--- config.mk ---
export PLATFORM = sky130hd
export DESIGN_NAME = instr_queue
export DESIGN_NICKNAME = d
export VERILOG_FILES = /design/src/rtl/instr_queue.sv
export SDC_FILE = /design/constraint.sdc
export NUM_CORES = 1
export LEC_CHECK = 0
export CAP_MARGIN = 40
export CORE_MARGIN = 2
export CORE_UTILIZATION = 25
export CTS_BUF_LIST = sky130_fd_sc_hd__clkbuf_4 sky130_fd_sc_hd__clkbuf_8
export DETAILED_ROUTE_END_ITERATION = 10
export HOLD_SLACK_MARGIN = 0.03
export PLACE_DENSITY = 0.55
export SETUP_SLACK_MARGIN = 0.02
export SYNTH_ARGS = -nofsm -noshare
export SYNTH_HDL_FRONTEND = slang
export SYNTH_SLANG_ARGS = --single-unit
--- constraint.sdc ---
create_clock -name clk -period 4.9 [get_ports clk]
set_input_delay 0.735 -clock clk [delete_from_list [all_inputs] [get_ports clk]]
set_output_delay 0.735 -clock clk [all_outputs]
set_load 0.1 [all_outputs]
--- src/rtl/instr_queue.sv ---
// -----------------------------------------------------------------------------
// instr_queue
//
// Receive side of the fetch-to-decode interface. Words presented by fetch
// (pcF/instrF) are buffered in a small circular FIFO and handed to decode as
// pcD/instrD/validD. When the queue is full, stallF freezes the fetch PC.
// flushD discards every queued entry and the word fetch is showing this cycle.
//
// Handshakes (one rule for the whole block):
//   enq = !stallF && !flushD  -- fetch has no valid; every unstalled cycle
//                                delivers a word, consumed at the rising edge.
//   deq = validD && !stallD && !flushD -- decode takes the head at the edge.
//   flushD overrides both; the queue is empty in the following cycle.
//
// Ports:
//   clk           system clock, rising edge
//   rst           asynchronous, active-low reset
//   pcF, instrF   fetch PC and instruction word
//   stallF        high exactly when the queue holds DEPTH entries
//   flushD        redirect: drop all entries and the current fetch word
//   stallD        decode cannot take the head entry this cycle
//   pcD, instrD   head entry, forced to 0 when validD=0
//   validD        head entry present
//   occupancy     number of stored entries, 0..DEPTH
//   stall_cycles  edges with stallF=1 and flushD=0 (statistics)
//   flush_count   edges with flushD=1 (statistics)
//
// Configuration macro: INSTR_QUEUE_STATS_EN
//   defined   -> stall_cycles / flush_count are live 32-bit wrapping counters
//   undefined -> both outputs are tied to 0 and no counter flops exist
// -----------------------------------------------------------------------------
`ifndef WORD_WIDTH
`define WORD_WIDTH 32
`endif

module instr_queue #(
    parameter int DEPTH = 4,
    parameter int CNT_W = 3
) (
    input  logic                   clk,
    input  logic                   rst,
    input  logic [`WORD_WIDTH-1:0] pcF,
    input  logic [`WORD_WIDTH-1:0] instrF,
    output logic                   stallF,
    input  logic                   flushD,
    input  logic                   stallD,
    output logic [`WORD_WIDTH-1:0] pcD,
    output logic [`WORD_WIDTH-1:0] instrD,
    output logic                   validD,
    output logic [CNT_W-1:0]       occupancy,
    output logic [`WORD_WIDTH-1:0] stall_cycles,
    output logic [`WORD_WIDTH-1:0] flush_count
);

    localparam int W     = `WORD_WIDTH;
    localparam int PTR_W = (DEPTH > 1) ? $clog2(DEPTH) : 1;

    logic [PTR_W-1:0] wr_ptr_q, wr_ptr_d;
    logic [PTR_W-1:0] rd_ptr_q, rd_ptr_d;
    logic [CNT_W-1:0] count_q, count_d;
    logic [2*W-1:0]   mem_q [DEPTH];
    logic [2*W-1:0]   head;
    logic             enq;
    logic             deq;

    // stallF comes only from the registered count, so there is no
    // combinational path from stallD or flushD back into fetch. A full queue
    // that dequeues this cycle still stalls; the slot frees up next cycle.
    assign stallF    = (count_q == CNT_W'(DEPTH));
    assign validD    = (count_q != '0);
    assign occupancy = count_q;

    assign enq = !stallF && !flushD;
    assign deq = validD && !stallD && !flushD;

    assign head   = mem_q[rd_ptr_q];
    assign pcD    = validD ? head[2*W-1:W] : '0;
    assign instrD = validD ? head[W-1:0]   : '0;

    always_comb begin
        wr_ptr_d = wr_ptr_q;
        rd_ptr_d = rd_ptr_q;
        count_d  = count_q;
        if (flushD) begin
            wr_ptr_d = '0;
            rd_ptr_d = '0;
            count_d  = '0;
        end else begin
            // DEPTH is a power of two, so natural overflow is the modulo wrap.
            if (enq) wr_ptr_d = wr_ptr_q + PTR_W'(1);
            if (deq) rd_ptr_d = rd_ptr_q + PTR_W'(1);
            case ({enq, deq})
                2'b10:   count_d = count_q + CNT_W'(1);
                2'b01:   count_d = count_q - CNT_W'(1);
                default: count_d = count_q;
            endcase
        end
    end

    always_ff @(posedge clk or negedge rst) begin
        if (!rst) begin
            wr_ptr_q <= '0;
            rd_ptr_q <= '0;
            count_q  <= '0;
        end else begin
            wr_ptr_q <= wr_ptr_d;
            rd_ptr_q <= rd_ptr_d;
            count_q  <= count_d;
        end
    end

    // Storage needs no reset: every entry is written before count exposes it.
    always_ff @(posedge clk) begin
        if (enq) mem_q[wr_ptr_q] <= {pcF, instrF};
    end

`ifdef INSTR_QUEUE_STATS_EN
    logic [W-1:0] stall_cycles_q, stall_cycles_d;
    logic [W-1:0] flush_count_q, flush_count_d;

    always_comb begin
        stall_cycles_d = stall_cycles_q;
        flush_count_d  = flush_count_q;
        if (stallF && !flushD) stall_cycles_d = stall_cycles_q + W'(1);
        if (flushD)            flush_count_d  = flush_count_q + W'(1);
    end

    always_ff @(posedge clk or negedge rst) begin
        if (!rst) begin
            stall_cycles_q <= '0;
            flush_count_q  <= '0;
        end else begin
            stall_cycles_q <= stall_cycles_d;
            flush_count_q  <= flush_count_d;
        end
    end

    assign stall_cycles = stall_cycles_q;
    assign flush_count  = flush_count_q;
`else
    assign stall_cycles = '0;
    assign flush_count  = '0;
`endif

endmodule

### Word level (Yosys, flattened, before mapping)

Memory sizes are Yosys's and may differ from the RTL's.
Index checks and enable logic that the tools add are counted.

* reduce and logical (&&, ||, !) cells: 10
* eq/ne operators: 3
* mux-type cells: 10
* add/subtract/negate cells: 4

Operators by type and width (number)
* two-way mux 32 bit: 2
* two-way mux 2 bit: 4
* one-hot mux 3 bit (2 select lines): 1
* nonzero test 3 bit: 2
* adder 2 x 1 -> 2 bit, second input constant: 2
* nonzero test 2 bit: 2
* adder 3 x 1 -> 3 bit, second input constant: 1
* equality test 3 bit, second input constant: 1
* logical AND 1 bit: 3
* logical NOT 1 bit: 3
* two-way mux 3 bit: 1
* subtractor 3 x 1 -> 3 bit, second input constant: 1
* equality test 2 x 1 -> 1 bit, second input constant: 1
* equality test 2 bit, second input constant: 1
* two-way mux 1 bit: 2

* flip-flop bits (word level): 7
* logic and storage cells: 31
* input bits: 68
* memories kept: 1
* output and inout bits: 133
* RAM bits: 256

Memories
* mem_q: depth 4, width 64, read ports 1, clocked after Yosys merged registers in 0, wr ports 1, RTL line 61 `logic [2*W-1:0] mem_q [DEPTH];`

### Depth between registers and ports, before layout

* depth after elaboration: 6
* depth in mapped cells: 7
* mapped depth without buffers: 6

### Worst setup path after synthesis

OpenSTA, ideal clock, no wires.

* path type: register -> register
* start: register count_q[2], in the netlist occupancy[2]
* end: memory mem_q[0][0] in the netlist's numbering (enable)
* clock period less this slack: 4.117 ns
* library setup time: 0.547 ns
* path buffers: 0
* data arrival time: 3.570 ns
* slack: 0.783 ns
* required time: 4.353 ns
* cell stages (with the launch flop): 4
* cells stage by stage: dfrtp_1 > nor3b_2 > nor2_1 > and2_1

* word-level cells in the longest chain between the ends: 5

Ends and longest elaborated chain
* start: declaration: RTL line 60 `logic [CNT_W-1:0] count_q, count_d;`
* start signal: assignment: RTL line 108 `count_q <= count_d;`
* equality test 3 bit: RTL line 69 `assign stallF = (count_q == CNT_W'(DEPTH));`
* named net stallF: RTL line 44 `output logic stallF,`
* logical NOT 1 bit: RTL line 73 `assign enq = !stallF && !flushD;`
* logical AND 1 bit: RTL line 73
* two-way mux 1 bit: RTL line 114 `if (enq) mem_q[wr_ptr_q] <= {pcF, instrF};`
* two-way mux 1 bit (not written as such): RTL line 114
* end: declaration: RTL line 61

The timed path passes the listed nets, and every way through them passes these cells.

### Worst setup path after layout

* start: register count_q[0], in the netlist occupancy[0]
* end: output pcD[1]

* word-level cells in the longest chain between the ends: 2

Ends and longest elaborated chain
* nonzero test 3 bit: RTL line 70 `assign validD = (count_q != '0);`
* two-way mux 32 bit: RTL line 77 `assign pcD = validD ? head[2*W-1:W] : '0;`
* end: declaration: RTL line 47 `` output logic [`WORD_WIDTH-1:0] pcD, ``

Every way passes these cells.

==> impl_metrics.py <==
metrics = {
    "logic_synthesis": {
        "ys.flop_type": "edfxtp_1",
        "synth_area_sq_mm": 0.0106,
        "synth-async-reset-ratio": 0.0266,
        "syn_area_per_cell_sq_um": 20.3,
        "synth_cells": 525,
        "yosysUniqueCellTypes": 31,
        "ys_seq_area_frac": 0.739,
        "ys_ff_latch": 263,
        "ys_warn_count": 0,
        "synth_edf_count": 256,
    },
    "routing": {
        "drt-total-wl_mm": 23.1,
        "drt_iter0_markers": 246,
        "drc": 0,
        "post_drt_wl_per_cell_um": 17.6,
        "avgViaCountPerCell": 4.04,
        "postRouteAntennaNets": 0,
        "dr_total_vias": 5307,
        "dr.pass1.iters": 4,
    },
    "cts": {
        "clkSlewWorstSetupHoldPaths_ps": 60,
        "cts_resized": 0,
        "cts_buffers": 47,
        "h-tree-depth": 2,
        "clock_path_buffers": 3,
        "clock_latency_ps": 600,
        "clock-root-buffer": "clkbuf_8",
        "holdBufCountCts": 0,
        "cts.sinks": 263,
        "post_cts_buffers": 0,
        "cts_tree": "done",
    },
    "global_route": {
        "grt_pass1_wl_mm": 34.3,
        "antenna_found_initial": 2,
        "grt-ovfl-total": 0,
        "grt_max_degree": 44,
        "grt_pass1_vias": 5521,
        "track_usage": 0.105,
    },
    "timing": {
        "finalClockSkew_ps": 18.6,
        "setup_ws_ps": 1270,
        "report.final.slew_viol_count": 0,
        "min_period_ps": 3630,
        "hold_violations": 0,
        "relSlewSlack": 0.504,
        "max_freq_mhz": 275,
        "setup-tns-final_ps": 0,
        "post-route-period-util": 0.741,
        "setup_viol": 0,
        "tightest_slew_ps": 744,
        "rsz0062_at_grt": "false",
    },
    "floorplanning": {
        "ios": 201,
        "dieArea_sq_mm": 0.0443,
        "dieHeight_um": 210,
        "coreArea_sq_mm": 0.0419,
        "die_w_um": 210,
        "fp-row-count": 75,
        "start_util": 0.254,
    },
    "placement": {
        "dp_cells": 1228,
        "port_buffers": 136,
        "hpwlAfterDp_mm": 13.6,
        "pre_cts_slack_ps": 1740,
        "place.gp.congestion": 0.657,
    },
    "worst_setup_path": {
        "path_class": "flop to output port",
        "critPathArrivalTime_ps": 2900,
        "r2r_setup_slack_ps": 2520,
        "reg2reg_to": "mem_q[1][44]",
        "r2r-start": "occupancy[0]",
        "reg2reg_depth": 4,
        "cp-end-kind": "output port",
        "critPathRequiredTime_ps": 4160,
        "crit_fanout": 38,
        "startpoint_type": "flop",
    },
    "pwr": {
        "net-switching-power_uw": 2400,
        "switching_share": 0.351,
        "p_leak_uw": 0.00474,
        "p_comb_frac": 0.302,
        "power.internal_uw": 4430,
        "ir_drop_mv": 0.332,
        "seqPwrFrac": 0.391,
        "p_per_area_mw_per_mm2": 488,
        "pwr-share-clk": 0.306,
        "p_total_uw": 6830,
    },
    "finish": {
        "final_cell_mix": "edfxtp_1, clkdlybuf4s50_1, mux4_2, and2_1, conb_1",
        "fin_nets": 811,
        "multiInputGateArea_sq_mm": 0.00238,
        "nFillCells": 3977,
        "final_common_cell": "edfxtp_1",
        "seq_area_sq_mm": 0.00787,
        "areaGrowthSynthToFinish_pct": 31.4,
        "stdcell_count": 1313,
        "layout-drive-gt1-share": 0.294,
    },
    "outcome": {
        "status": "finished, final reports clean",
    },
    "worst_hold_path": {
        "hp-class": "input port to async pin",
    },
    "flow_run": {
        "maxCapViolCount": 0,
    },
}
==> layout make-up <==
cell class	count	area share
clock buffer	62	0.0552
sequential	263	0.562
multi-input combinational	231	0.170
tap	539	0.0482
timing repair buffer	191	0.151
inverter	4	0.00107
clock inverter	21	0.0123
antenna	2	0.000358
==> logic make-up (layout without fill, tap and decap cells) <==
kind of cell    after synthesis  count (layout)  share of synthesized area
compound gates                9               9                    0.00482
xor+xnor                      1               1                   0.000823
fa+ha+maj                     5               5                    0.00658
buf+inv                      94             278                     0.0615
flops                       263             263                      0.739
mux                          65              65                      0.136
other cells                   1              66                   0.000352
simple gates                 87              87                     0.0511
==> registers in the layout, summed over array words and instances (netlist names) <==
name,count
mem_q,256
occupancy,3
wr_ptr_q,2
rd_ptr_q,2
==> routing by layer <==
| metal | global-route usage | vias up | wire [um] |
|---|---|---|---|
| li1 | - | 2362 | - |
| met2 | 0.171 | 187 | 11100 |
| met4 | 0.0460 | 2 | 539 |
| met5 | 0 | - | 13 |
| met3 | 0.0352 | 37 | 1590 |
| met1 | 0.128 | 2719 | 9830 |
==> power groups by stage <==
stage | Sequential [uW] | Clock (uW) | Combinational [uW]
global route | 2680 | 2290 | 2150
CTS | 2670 | 2190 | 2090
global placement | 2740 | 0 | 1820
finish | 2670 | 2090 | 2070
detailed placement | 2720 | 0 | 2090
floorplan | 2720 | 0 | 1470
==> cells in the mapped netlist (2+ instances only) <==
| cell | number | share of area |
|---|---|---|
| nor3_1 | 3 | 0.0014 |
| nor3b_1 | 2 | 0.0014 |
| nor2_1 | 4 | 0.0014 |
| buf_2 | 10 | 0.0047 |
| buf_6 | 2 | 0.0021 |
| o21ai_0 | 2 | 0.00094 |
| ha_1 | 4 | 0.0047 |
| mux4_2 | 64 | 0.14 |
| dfrtp_1 | 7 | 0.016 |
| edfxtp_1 | 256 | 0.72 |
| buf_4 | 64 | 0.045 |
| nand2b_1 | 2 | 0.0012 |
| a21oi_1 | 5 | 0.0024 |
| clkbuf_1 | 10 | 0.0035 |
| buf_8 | 3 | 0.0042 |
| inv_1 | 3 | 0.0011 |
| or3_1 | 3 | 0.0018 |
| and2_1 | 68 | 0.040 |
==> per-stage QoR <==
stage               utilization  hold WS (ps)  cell area, sq um
floorplan                     -           439             10900
global placement          0.293           576             12300
detailed placement        0.311           599             13000
CTS                       0.333           360             14000
global route              0.333           389             14000
finish                    0.334           423             14000
==> worst max-delay path: stages (launching register included) <==
cell	delay [ps]
dfrtp_1	570
nor3_2	130
inv_2	550
and2_1	290
clkdlybuf4s50_1	540
buf_8	200
==> worst max-delay path by stage <==
stage | start | endpoint | slack (ps)
floorplan | occupancy[2] | mem_q[0][0] | 780
global placement | rd_ptr_q[0] | instrD[27] | 1360
detailed placement | flushD | mem_q[1][13] | 1740
CTS | occupancy[0] | instrD[13] | 1170
global route | occupancy[0] | pcD[1] | 1040
finish | occupancy[0] | pcD[1] | 1270
No activity file was read; power rests on OpenSTA's default activity.
